<file path="src/rtl/signed_divider_seq_pkg.sv">
// Shared types and constants for the sequential signed divider.
package signed_div_pkg;

  localparam int unsigned WIDTH_DEFAULT = 8;

  typedef enum logic [1:0] {
    IDLE,
    CALC,
    FIX
  } state_t;

endpackage

</file>
<file path="src/rtl/signed_divider_seq_if.sv">
// Start/done request and result bundle for signed_divider_seq.
interface signed_divider_seq_if #(
  parameter int unsigned WIDTH = signed_div_pkg::WIDTH_DEFAULT
) ();

  logic             start;
  logic [WIDTH-1:0] dividend;
  logic [WIDTH-1:0] divisor;
  logic             busy;
  logic             done;
  logic [WIDTH-1:0] quotient;
  logic [WIDTH-1:0] remainder;
  logic             div_by_zero;
  logic             overflow;

  modport master (
    output start, dividend, divisor,
    input  busy, done, quotient, remainder, div_by_zero, overflow
  );

  modport slave (
    input  start, dividend, divisor,
    output busy, done, quotient, remainder, div_by_zero, overflow
  );

endinterface

</file>
<file path="src/rtl/signed_divider_seq_div_step.sv">
// One combinational restoring-division step on unsigned magnitudes.
module div_step #(
  parameter int unsigned WIDTH = signed_div_pkg::WIDTH_DEFAULT
) (
  input  logic [WIDTH-1:0] rem_in,
  input  logic             bit_in,
  input  logic [WIDTH-1:0] div_mag,
  output logic [WIDTH-1:0] rem_out,
  output logic             q_bit
);

  logic [WIDTH:0] shifted;
  logic [WIDTH:0] diff;

  // rem_in < div_mag <= 2^(WIDTH-1), so shifted < 2^WIDTH and diff[WIDTH] is the borrow.
  always_comb begin
    shifted = {rem_in, bit_in};
    diff    = shifted - {1'b0, div_mag};
    q_bit   = ~diff[WIDTH];
    rem_out = q_bit ? diff[WIDTH-1:0] : shifted[WIDTH-1:0];
  end

endmodule

</file>
<file path="src/rtl/signed_divider_seq.sv">
// Sequential signed divider: one quotient bit per clock, then a sign-fix cycle.
// Optional SIGNED_DIV_EARLY_OUT_EN: skip iterations when |dividend| < |divisor|.
module signed_divider_seq
  import signed_div_pkg::*;
#(
  parameter int unsigned WIDTH = WIDTH_DEFAULT
) (
  input logic                 clk,
  input logic                 rst,
  signed_divider_seq_if.slave bus
);

  localparam int unsigned      CNT_W   = (WIDTH > 2) ? $clog2(WIDTH) : 1;
  localparam logic [CNT_W-1:0] LAST    = CNT_W'(WIDTH - 1);
  localparam logic [WIDTH-1:0] MIN_VAL = {1'b1, {(WIDTH-1){1'b0}}};

  state_t state, state_nxt;

  logic [CNT_W-1:0] iter;
  logic [WIDTH-1:0] quo_mag;
  logic [WIDTH-1:0] div_mag;
  logic [WIDTH-1:0] rem;
  logic             neg_q;
  logic             neg_r;
  logic             dz_pend;
  logic             ov_pend;

  logic [WIDTH-1:0] quotient_q;
  logic [WIDTH-1:0] remainder_q;
  logic             done_q;
  logic             dz_q;
  logic             ov_q;

  logic [WIDTH-1:0] a_abs;
  logic [WIDTH-1:0] b_abs;
  logic             b_zero;
  logic             is_ovf;
  logic             early;
  logic             skip_calc;

  logic [WIDTH-1:0] step_rem;
  logic             step_q;

  div_step #(.WIDTH(WIDTH)) u_step (
    .rem_in  (rem),
    .bit_in  (quo_mag[WIDTH-1]),
    .div_mag (div_mag),
    .rem_out (step_rem),
    .q_bit   (step_q)
  );

  always_comb begin
    a_abs  = bus.dividend[WIDTH-1] ? -bus.dividend : bus.dividend;
    b_abs  = bus.divisor[WIDTH-1]  ? -bus.divisor  : bus.divisor;
    b_zero = (bus.divisor == '0);
    is_ovf = (bus.dividend == MIN_VAL) && (bus.divisor == '1);
`ifdef SIGNED_DIV_EARLY_OUT_EN
    early  = !b_zero && (a_abs < b_abs);
`else
    early  = 1'b0;
`endif
    skip_calc = b_zero | early;
  end

  always_ff @(posedge clk or posedge rst) begin
    if (rst) state <= IDLE;
    else     state <= state_nxt;
  end

  always_comb begin
    state_nxt = state;
    case (state)
      IDLE: if (bus.start) state_nxt = skip_calc ? FIX : CALC;
      CALC: if (iter == LAST) state_nxt = FIX;
      FIX:  state_nxt = IDLE;
      default: state_nxt = IDLE;
    endcase
  end

  // quo_mag doubles as the dividend shift register: MSBs leave, quotient bits enter.
  always_ff @(posedge clk or posedge rst) begin
    if (rst) begin
      iter        <= '0;
      quo_mag     <= '0;
      div_mag     <= '0;
      rem         <= '0;
      neg_q       <= 1'b0;
      neg_r       <= 1'b0;
      dz_pend     <= 1'b0;
      ov_pend     <= 1'b0;
      quotient_q  <= '0;
      remainder_q <= '0;
      done_q      <= 1'b0;
      dz_q        <= 1'b0;
      ov_q        <= 1'b0;
    end else begin
      done_q <= 1'b0;
      case (state)
        IDLE: begin
          if (bus.start) begin
            neg_q   <= bus.dividend[WIDTH-1] ^ bus.divisor[WIDTH-1];
            neg_r   <= bus.dividend[WIDTH-1];
            div_mag <= b_abs;
            iter    <= '0;
            dz_pend <= b_zero;
            ov_pend <= is_ovf;
            dz_q    <= 1'b0;
            ov_q    <= 1'b0;
            if (skip_calc) begin
              rem     <= a_abs;
              quo_mag <= '0;
            end else begin
              rem     <= '0;
              quo_mag <= a_abs;
            end
          end
        end
        CALC: begin
          quo_mag <= {quo_mag[WIDTH-2:0], step_q};
          rem     <= step_rem;
          iter    <= iter + CNT_W'(1);
        end
        FIX: begin
          quotient_q  <= dz_pend ? '1 : (neg_q ? -quo_mag : quo_mag);
          remainder_q <= neg_r ? -rem : rem;
          dz_q        <= dz_pend;
          ov_q        <= ov_pend;
          done_q      <= 1'b1;
        end
        default: ;
      endcase
    end
  end

  assign bus.busy        = (state != IDLE);
  assign bus.done        = done_q;
  assign bus.quotient    = quotient_q;
  assign bus.remainder   = remainder_q;
  assign bus.div_by_zero = dz_q;
  assign bus.overflow    = ov_q;

endmodule

</file>
<file path="src/flat_wrapper.sv">
// flat-port wrapper written by rule: the top's interface ports become plain ports
module signed_divider_seq_flat import signed_div_pkg::*;
#(
  parameter int unsigned WIDTH = WIDTH_DEFAULT
)
  (clk, rst, bus_start, bus_dividend, bus_divisor, bus_busy, bus_done, bus_quotient, bus_remainder, bus_div_by_zero, bus_overflow);
  signed_divider_seq_if #(.WIDTH(WIDTH)) bus_i ();
  input logic clk;
  input logic rst;
  input wire logic [$bits(bus_i.start)-1:0] bus_start;
  input wire logic [$bits(bus_i.dividend)-1:0] bus_dividend;
  input wire logic [$bits(bus_i.divisor)-1:0] bus_divisor;
  output wire logic [$bits(bus_i.busy)-1:0] bus_busy;
  output wire logic [$bits(bus_i.done)-1:0] bus_done;
  output wire logic [$bits(bus_i.quotient)-1:0] bus_quotient;
  output wire logic [$bits(bus_i.remainder)-1:0] bus_remainder;
  output wire logic [$bits(bus_i.div_by_zero)-1:0] bus_div_by_zero;
  output wire logic [$bits(bus_i.overflow)-1:0] bus_overflow;
  assign bus_i.start = bus_start;
  assign bus_i.dividend = bus_dividend;
  assign bus_i.divisor = bus_divisor;
  assign bus_busy = bus_i.busy;
  assign bus_done = bus_i.done;
  assign bus_quotient = bus_i.quotient;
  assign bus_remainder = bus_i.remainder;
  assign bus_div_by_zero = bus_i.div_by_zero;
  assign bus_overflow = bus_i.overflow;
  signed_divider_seq #(.WIDTH(WIDTH)) u_core (.clk(clk), .rst(rst), .bus(bus_i));
endmodule
</file>
<file path="config.mk">
export PLATFORM = sky130hd
export DESIGN_NAME = signed_divider_seq_flat
export DESIGN_NICKNAME = d
export VERILOG_FILES = /design/src/rtl/signed_divider_seq_pkg.sv /design/src/rtl/signed_divider_seq_if.sv /design/src/rtl/signed_divider_seq_div_step.sv /design/src/rtl/signed_divider_seq.sv /design/src/flat_wrapper.sv
export SDC_FILE = /design/constraint.sdc
export NUM_CORES = 1
export LEC_CHECK = 0
export BUFFER_PORTS_ARGS = -buffer_cell sky130_fd_sc_hd__buf_2
export CAP_MARGIN = 20
export CORE_ASPECT_RATIO = 0.75
export CORE_MARGIN = 1
export CORE_UTILIZATION = 45
export CTS_CLUSTER_SIZE = 14
export DETAILED_ROUTE_END_ITERATION = 6
export GPL_TIMING_DRIVEN = 1
export MAX_ROUTING_LAYER = met4
export PLACE_DENSITY = 0.72
export SLEW_MARGIN = 20
export SYNTH_ARGS = -nofsm -noshare
export SYNTH_HDL_FRONTEND = slang
export SYNTH_SLANG_ARGS = --single-unit
</file>
<file path="constraint.sdc">
create_clock -name clk -period 2.26 [get_ports clk]
set_input_delay 0.226 -clock clk [delete_from_list [all_inputs] [get_ports clk]]
set_output_delay 0.226 -clock clk [all_outputs]
set_load 0.03 [all_outputs]
</file>
==> results.yml, run 1 <==
drt:
  ant_nets: 0
  drc: 2
  wl_per_cell_um: 15.3
  vias: 2706
  vias_per_cell: 5.47
  firstDrtPassIters: 7
  drt_wl_total_um: 7550
  drt_iter0_drc: 214
synth:
  ys.flop_type: "dfrtp_1"
  netlist_area_um2: 3120
  synth.avg_cell_area_um2: 8.89
  async_flop_share_pct: 100
  ys_warn_count: 0
  syn-num-nets: 386
  synth_common_cells: "52 x dfrtp_1, 52 x nand2_1, 29 x o21ai_0, 27 x nor2_1, 21 x inv_1"
  syn_inst: 351
  yosysUniqueCellTypes: 43
  synth_top_area_share_pct: 41.7
  ys_seq_area_share_pct: 41.7
  synth-edff-count: 0
  synthTopCellsByArea: "dfrtp_1 42%, nand2_1 6.3%, ha_1 6.0%"
  synth_seq_cells: 52
  yosysTopAreaCell: "dfrtp_1"
die:
  ioPinCount: 39
  die-area_um2: 7270
  start_util_pct: 48.0
  placementRows: 25
  core-area_um2: 6510
  fp.dieH_um: 74.1
  dieWidth_um: 98.2
finish:
  utilization_pct: 57.8
  drive_above_1_share_pct: 23.2
  multiInputGateArea_um2: 1710
  fillers: 595
  diodes: 0
  final-seq-area_um2: 1300
  layout-area-overhead-vs-synth_pct: 20.5
  final-instance-count-excl-fill: 495
  finalNetCount: 450
outcome:
  outcome: "finished with violations"
  violations: "DRC, setup timing"
pwr:
  p_int_mw: 3.44
  seqPwrFrac_pct: 27.2
  p_leak_nw: 1.79
  clkPwrFrac_pct: 10.0
  p_per_area_nw_per_um2: 1630
  switchingPower_mw: 2.70
  peakVddDrop_uv: 564
  pwr-share-comb_pct: 62.8
  swShare_pct: 43.9
critical_path:
  cp_max_fo: 6
  cp_top_family: "compound AO/OA/AOI/OAI gates"
  worstPathCellList: "inv_2 -> ha_4 -> inv_2 -> fa_2 -> a211oi_2 -> nor3_2 -> mux2i_1 -> o2111a_2 -> or4_4 -> a31oi_1"
  path_buf_inv: 2
  arrival_ns: 2.66
  cpPeakStageDelay_ns: 0.49
  r2r_cells: 10
  r2r_end: "u_core.rem[7]"
  r2r-start: "u_core.quo_mag[7]"
  crit_required_ns: 2.50
  r2r_setup_slack_ns: -0.16
  crit_path_top_delay_cell: "or4_4"
  worst_path_most_repeated_cell: "inv_2"
  critPathKind: "reg -> reg"
  start_kind: "register"
  cp-end-kind: "register"
clocking:
  clk_path_buf_depth: 2
  clock_latency_ns: 0.31
  cts_made_buffers: 5
  path_clk_slew_ns: 0.09
  cts_max_level: 2
  clock_sinks: 52
  cts_tree: "yes"
  cts-root-buf: "clkbuf_8"
sta:
  finalMaxSlewViolations: 0
  tns_ns: -1.07
  setup_violations: 8
  skew_ns: 0.00394
  max_slew_margin_pct: 56.9
  rsz0062_at_grt: "yes"
  min_period_over_period_pct: 107
  worst_slack_ns: -0.165
  finalCriticalPeriod_ns: 2.42
  worst_slew_pin_slew_ns: 0.646
  hold_violations: 0
  hold-worst-slack_ns: 0.0862
  fmax_mhz: 412
placed_design:
  dp_cells: 483
  place_congestion: 0.929
  pre_cts_ws_ns: -0.217
  hpwl_um: 5760
  port_buffers: 38
global_route:
  antenna_found_initial: 0
  grt_pass1_wl_um: 12600
  grt_overflow: 0
  grt_max_degree: 53
  grt_pass1_vias: 2579
  grt_usage_pct: 23.2
job:
  maxCapViolations: 0
worst_hold_path:
  hold_path_class: "in -> async"
-- layout by cell type (no fill, tap or decap), types with 11 or more instances in the layout --
| master | netlist | layout |
|---|---|---|
| nor2_1 | 27 | 27 |
| inv_1 | 21 | 18 |
| xor2_1 | 19 | 19 |
| ha_1 | 15 | 14 |
| a21oi_1 | 14 | 14 |
| buf_4 | 1 | 32 |
| buf_2 | 1 | 38 |
| o21ai_0 | 29 | 29 |
| nand2_1 | 52 | 52 |
| mux2i_1 | 11 | 11 |
| dfrtp_1 | 52 | 52 |
-- state kept, by name, indices dropped and copies added, names as in the netlist --
register and count:
u_core.bus.quotient 8, u_core.bus.remainder 8, u_core.div_mag 8, u_core.quo_mag 8, u_core.rem 8, u_core.iter 3, u_core.state 2, u_core.bus.div_by_zero 1
u_core.bus.done 1, u_core.bus.overflow 1, u_core.dz_pend 1, u_core.neg_q 1, u_core.neg_r 1, u_core.ov_pend 1
-- layer usage --
layer  track usage (%)  wire length, um
met5                 -                0
met4              5.47               78
met3              4.42              540
met2              34.9             3140
met1              32.4             3800
-- through the flow --
| step | total power [mW] | instance area, um2 |
|---|---|---|
| after floorplan | 4.11 | 3130 |
| after global placement | 5.12 | 3570 |
| after detailed placement | 5.23 | 3570 |
| after CTS | 6.06 | 3750 |
| after global routing | 6.63 | 3760 |
| final | 6.14 | 3760 |
-- how the worst max path moves through the flow --
stage	start	to	slack [ns]	cells after the start
finish	u_core.quo_mag[7]	u_core.rem[7]	-0.16	10
global route	u_core.quo_mag[7]	u_core.rem[7]	-0.25	10
CTS	u_core.quo_mag[7]	u_core.rem[0]	-0.15	11
detailed placement	u_core.quo_mag[7]	u_core.rem[7]	-0.22	10
global placement	u_core.quo_mag[7]	u_core.rem[7]	-0.14	10
floorplan	u_core.quo_mag[7]	u_core.rem[7]	-0.01	10
-- logic make-up (layout without fill, tap and decap cells) --
kind of cell / Yosys count / after routing / share of synthesized area (%)
buffers and inverters: 39 / 102 / 4.85
multiplexers: 11 / 11 / 3.53
flip-flops: 52 / 52 / 41.7
AND/OR/NAND/NOR: 120 / 120 / 18.5
XOR/XNOR: 28 / 28 / 7.86
AO/OA/AOI/OAI: 85 / 85 / 16.9
adder cells (fa/ha/maj): 16 / 16 / 6.66
-- worst min-delay path: cells and delay by family --
family	cells	cell delay [ns]
buf+inv	3	0.65
-- power groups by stage --
stage	sequential, mW	combinational [mW]	clock, mW
final	1.67	3.85	0.617
after global routing	1.73	4.24	0.658
after CTS	1.66	3.77	0.627
after detailed placement	1.68	3.55	0
after global placement	1.66	3.46	0
after floorplan	1.90	2.21	0
-- cell type report --
cell class              instances  area share (%)
well taps                      81            2.69
flip-flops and latches         52            34.6
clock buffers                   5            1.83
multi-input cells             260            45.4
clock inverters                 1           0.798
inverters                      23            2.30
repair buffers                 73            12.3
-- repair_timing --
item / CTS / global route
gates resized for setup: 9 / 2
endpoints found under the setup margin: 9 / 9
hold buffers: 0 / 0
endpoints found under the hold margin: 0 / 0
pin swaps: 8 / 5
buffers inserted: 5 / 1
Note: power is estimated with default switching activity, not from simulation.
==> run 2: changes to the inputs <==
- PLACE_DENSITY: 0.72 -> 0.69
- clock period: 2.26 -> 3 ns (I/O delays scaled with it)
==> run 2 against run 1 <==
  * Routed wire length shrank 6.5%
  * Non-clock buffer count fell by 31
  * The flow finishes with violations (DRC)
  * Die area did not move
  * Clock-buffer cell count stayed put
  * Combinational power is 40% lower
  * Total power down 33%
  * Global-route usage down 1.9 points
  * Cell area shrank 7.2%
  * Setup slack gained 0.44 ns
  * Via count down 4.9%
  * Register-to-register slack improved by 0.44 ns
==> results.yml, run 2 (same netlist as run 1, synthesis figures left out) <==
critical_path:
  r2r_cells: 10
  worst_path_most_repeated_cell: "inv_1"
  cp_max_fo: 11
  worstPathCellList: "inv_1 -> ha_1 -> inv_1 -> fa_1 -> a211oi_1 -> nor3_1 -> mux2i_1 -> o2111a_2 -> or4_1 -> a31oi_1"
  crit_path_top_delay_cell: "or4_1"
  r2r-start: "u_core.quo_mag[7]"
  crit_required_ns: 3.23
  critPathCapture: "u_core.rem[7]"
  r2r_setup_slack_ns: 0.28
  r2r_end: "u_core.rem[7]"
  critPathKind: "reg -> reg"
  cp-startpoint: "u_core.quo_mag[7]"
  cp-end-kind: "register"
  arrival_ns: 2.96
  start_kind: "register"
  cpPeakStageDelay_ns: 0.54
sta:
  rsz0062_at_grt: "no"
  setup_violations: 0
  min_period_over_period_pct: 90.8
  finalMaxSlewViolations: 0
  worst_slew_pin_slew_ns: 0.907
  skew_ns: 0.00769
  finalCriticalPeriod_ns: 2.72
  fmax_mhz: 367
  tns_ns: 0
  hold_violations: 0
  max_slew_margin_pct: 39.5
drt:
  wl_per_cell_um: 15.2
  drc: 4
  drt_iter0_drc: 183
  ant_nets: 0
  drt_wl_total_um: 7060
  vias_per_cell: 5.52
  vias: 2574
  firstDrtPassIters: 6
finish:
  final_cell_mix: "52 x nand2_1, 52 x dfrtp_1, 38 x buf_2"
  design_area_um2: 3490
  layout-area-overhead-vs-synth_pct: 11.9
  diodes: 0
  finalNetCount: 419
  drive_above_1_share_pct: 15.1
die:
  ioPinCount: 39
  dieWidth_um: 98.2
  fp.dieH_um: 74.1
  start_util_pct: 48.0
  placementRows: 25
  die-area_um2: 7270
  core-area_um2: 6510
outcome:
  violations: "DRC"
  outcome: "finished with violations"
global_route:
  grt_pass1_vias: 2323
  grt_overflow: 0
  grt_usage_pct: 21.3
  grt_max_degree: 53
  antenna_found_initial: 0
  grt_pass1_wl_um: 11700
clocking:
  path_clk_slew_ns: 0.10
  cts_setup_buffers: 0
  cts-root-buf: "clkbuf_8"
  cts_made_buffers: 5
  clock_sinks: 52
  clk_path_buf_depth: 2
  cts_tree: "yes"
  cts_max_level: 2
  clock_latency_ns: 0.31
placed_design:
  hpwl_um: 5290
  port_buffers: 38
  place_congestion: 0.853
  placed_area_um2: 3380
worst_hold_path:
  hold_path_class: "in -> async"
pwr:
  peakVddDrop_uv: 411
  p_per_area_nw_per_um2: 1170
  p_leak_nw: 1.64
job:
  maxCapViolations: 0
run 2: cell types whose count changed in the layout (fill, tap and decap cells not counted), sizes merged:
cell	change
buf	-31
clkinv	+2
clkinvlp	+1
inv	-1
run 2: worst min-delay path by stage:
stage | startpoint | to | cells after the start | slack [ns]
2_1_floorplan | u_core.ov_pend | u_core.ov_pend | 2 | 0.45
3_3_place_gp | u_core.bus.remainder[1] | u_core.bus.remainder[1] | 2 | 0.46
3_5_place_dp | u_core.bus.remainder[6] | u_core.bus.remainder[6] | 2 | 0.47
4_1_cts | rst | u_core.bus.div_by_zero | 2 | 0.29
5_1_grt | rst | u_core.bus.overflow | 2 | 0.21
6_report | rst | u_core.bus.overflow | 2 | 0.12
run 2: layout make-up:
class	instances	area, um2
clock inverters	3	42.5
well taps	81	101
clock buffers	5	68.8
repair buffers	42	220
flip-flops and latches	52	1300
fillers	608	3020
multi-input cells	260	1670
inverters	23	87.6
run 2: power by group:
| group | internal, mW | leakage [nW] | switching [mW] |
|---|---|---|---|
| Sequential | 1.01 | 0.627 | 0.302 |
| Clock | 0.247 | 0.0541 | 0.240 |
| Combinational | 0.947 | 0.956 | 1.35 |
| Total | 2.20 | 1.64 | 1.89 |
run 2: through the flow:
step,hold WS [ns],std cells,setup slack (ns),power (mW),utilization [%]
3_3_place_gp,0.457,458,0.267,3.55,51.9
3_5_place_dp,0.465,458,0.216,3.61,51.9
2_1_floorplan,0.448,351,0.603,3.06,-
5_1_grt,0.207,466,0.0939,4.43,53.7
6_report,0.121,466,0.277,4.10,53.7
4_1_cts,0.287,466,0.192,4.10,53.6
run 2: worst max-delay path, delay by kind of cell (launching register included):
| kind | cells | cell delay (ns) |
|---|---|---|
| DFF | 1 | 0.39 |
| adders and majority gates | 2 | 0.58 |
| buffers and inverters | 2 | 0.17 |
| AOI/OAI and AO/OA | 3 | 0.73 |
| muxes | 1 | 0.13 |
| and+or+nand+nor | 2 | 0.64 |
run 2: timing repair:
item | in CTS | in global routing
hold buffers | 0 | 0
hold endpoints to repair | 0 | 0
endpoints found under the setup margin | 0 | 2
gates resized for setup | 0 | 1
run 2: routing by layer:
layer / vias to the layer above / global-route usage [%] / wire, um
met5: - / - / 0
met4: 0 / 5.97 / 68
met3: 5 / 4.32 / 424
met2: 89 / 28.6 / 2870
met1: 1202 / 31.9 / 3700
li1: 1278 / - / -
==> run 3: changes to the inputs <==
- ABC_AREA: not set -> 1
==> run 3 against run 2 <==
  * The run now ends clean
  * Hold slack got worse by 0.086 ns
  * Routed wire length increased by 6.1%
  * Global-route usage increased by 1.0 points
  * Clock-buffer cell count increased by 1
  * Setup slack improved by 0.59 ns
  * Critical path depth increased by 3
  * Final cell count increased by 21%
  * Cell area increased by 4.7%
  * Largest cell class unchanged
==> results.yml, run 3 <==
sta:
  rsz0062_at_grt: "no"
  max_slew_margin_pct: 61.9
  finalMaxSlewViolations: 0
  setup_violations: 0
  worst_slew_pin_slew_ns: 0.571
  skew_ns: 0.00683
  fmax_mhz: 470
  tns_ns: 0
  finalCriticalPeriod_ns: 2.13
  hold_violations: 0
  worst_slack_ns: 0.871
  min_period_over_period_pct: 71.0
placed_design:
  place_congestion: 0.886
  dp_cells: 558
  hpwl_um: 5890
  pre_cts_ws_ns: 0.905
  port_buffers: 38
drt:
  drt_wl_total_um: 7490
  wl_per_cell_um: 13.2
  drt_iter0_drc: 202
  drc: 0
  vias: 2851
  ant_nets: 0
  firstDrtPassIters: 5
  vias_per_cell: 5.04
synth:
  syn-num-nets: 463
  synth_top_area_share_pct: 39.6
  synthTopCellsByArea: "dfrtp_1 40%, nand2_1 12%, inv_1 8.0%"
  synth_common_cells: "101 x nand2_1, 70 x inv_1, 52 x dfrtp_1, 35 x nand3_1, 25 x nor2_1"
  ys.flop_type: "dfrtp_1"
  netlist_area_um2: 3290
  synth.avg_cell_area_um2: 7.68
  syn_inst: 428
  synth_seq_cells: 52
  synth.most_common_cell: "nand2_1"
  ys_seq_area_share_pct: 39.6
  yosysUniqueCellTypes: 39
  ys_warn_count: 0
  yosysTopAreaCell: "dfrtp_1"
  async_flop_share_pct: 100
  synth-edff-count: 0
finish:
  final_common_cell: "nand2_1"
  final-instance-count-excl-fill: 566
  final_cell_mix: "101 x nand2_1, 69 x inv_1, 52 x dfrtp_1"
  diodes: 0
  drive_above_1_share_pct: 15.0
  finalNetCount: 502
  layout-area-overhead-vs-synth_pct: 11.2
  fillers: 703
die:
  core-area_um2: 6930
  die-area_um2: 7650
  ioPinCount: 39
  fp.dieH_um: 76.0
  placementRows: 26
  start_util_pct: 47.4
  dieWidth_um: 101
critical_path:
  crit_required_ns: 3.24
  r2r_setup_slack_ns: 0.87
  r2r-start: "u_core.quo_mag[7]"
  critPathKind: "reg -> reg"
  cp-end-kind: "register"
  cp_max_fo: 9
  cp-startpoint: "u_core.quo_mag[7]"
  start_kind: "register"
  arrival_ns: 2.37
clocking:
  path_clk_slew_ns: 0.10
  cts_hold_buf: 0
  cts_made_buffers: 5
  cts_setup_buffers: 0
  clk_path_buf_depth: 2
  cts_tree: "yes"
  cts_resized: 0
  cts-root-buf: "clkbuf_8"
  clock_latency_ns: 0.30
  cts_max_level: 2
  clock_sinks: 52
global_route:
  grt_pass1_vias: 2700
  grt_pass1_wl_um: 13000
  grt_usage_pct: 22.3
  grt_max_degree: 29
  antenna_found_initial: 0
  grt_overflow: 0
worst_hold_path:
  hold_path_class: "in -> async"
pwr:
  p_leak_nw: 1.92
  p_per_area_nw_per_um2: 1200
  peakVddDrop_uv: 415
outcome:
  outcome: "completed"
job:
  maxCapViolations: 0
[run 3: cell count changes after synthesis, sizes merged, moves of 6 or more]
cell    before  now
xor2        19   13
o31ai        8    0
mux2i       11    0
nand2       52  108
or3          7    0
inv         21   75
nand3        7   37
a21boi       0    7
nand2b       6    0
clkbuf      14    2
[run 3: final timing paths]
path                            cells past startpoint                      end
worst max-delay path                               13            u_core.rem[7]
worst min-delay path                                2  u_core.bus.remainder[5]
worst max register to register                     13            u_core.rem[7]
worst min register to register                      2  u_core.bus.remainder[2]
max in group asynchronous                           3        u_core.div_mag[0]
min in group clk                                    3           u_core.ov_pend
[run 3: logic make-up after synthesis]
family	synth area share, %
buffers and inverters	10.0
adder cells (fa/ha/maj)	6.32
AND/OR/NAND/NOR	25.9
AO/OA/AOI/OAI	13.6
XOR/XNOR	4.53
flip-flops	39.6
[run 3: through the flow]
| step | utilization, % | area, um2 | total power [mW] | hold WS (ns) |
|---|---|---|---|---|
| finish | 52.7 | 3650 | 4.40 | 0.0345 |
| global route | 52.7 | 3650 | 4.87 | 0.0992 |
| CTS | 52.7 | 3650 | 4.41 | 0.0590 |
| detailed placement | 51.5 | 3570 | 3.99 | 0.394 |
| global placement | 51.5 | 3570 | 3.94 | 0.394 |
| floorplan | - | 3290 | 3.42 | 0.447 |
[run 3: area by class of cell]
cell class              count  area [um2]  area share, %
well taps                  98         123           3.36
flip-flops and latches     52        1300           35.6
repair buffers             40         205           5.61
clock buffers               6        72.6           1.99
inverters                  75         282           7.70
clock inverters             2        16.3          0.445
multi-input cells         293        1660           45.3
[run 3: power breakdown]
part	internal, mW	switching (mW)
Sequential	1.02	0.246
Clock	0.167	0.239
Combinational	0.975	1.75
[run 3: layer usage]
layer	track usage, %	vias to the layer above	part of all wire [%]
li1	-	1463	-
met1	34.6	1312	53
met2	30.5	72	41
met3	3.30	4	5.5
met4	4.64	0	0.45
met5	-	-	0
[run 3: critical path: stages (launching register included)]
cell and delay (ns):
dfrtp_1 0.39, inv_1 0.15, ha_1 0.17, inv_1 0.06, fa_1 0.40, nand2_1 0.08
nand2_1 0.09, nand3_2 0.13, nand3_4 0.16, nand2_8 0.14, nand2_1 0.06, nand2_1 0.05
nand2_1 0.06, a21oi_2 0.12
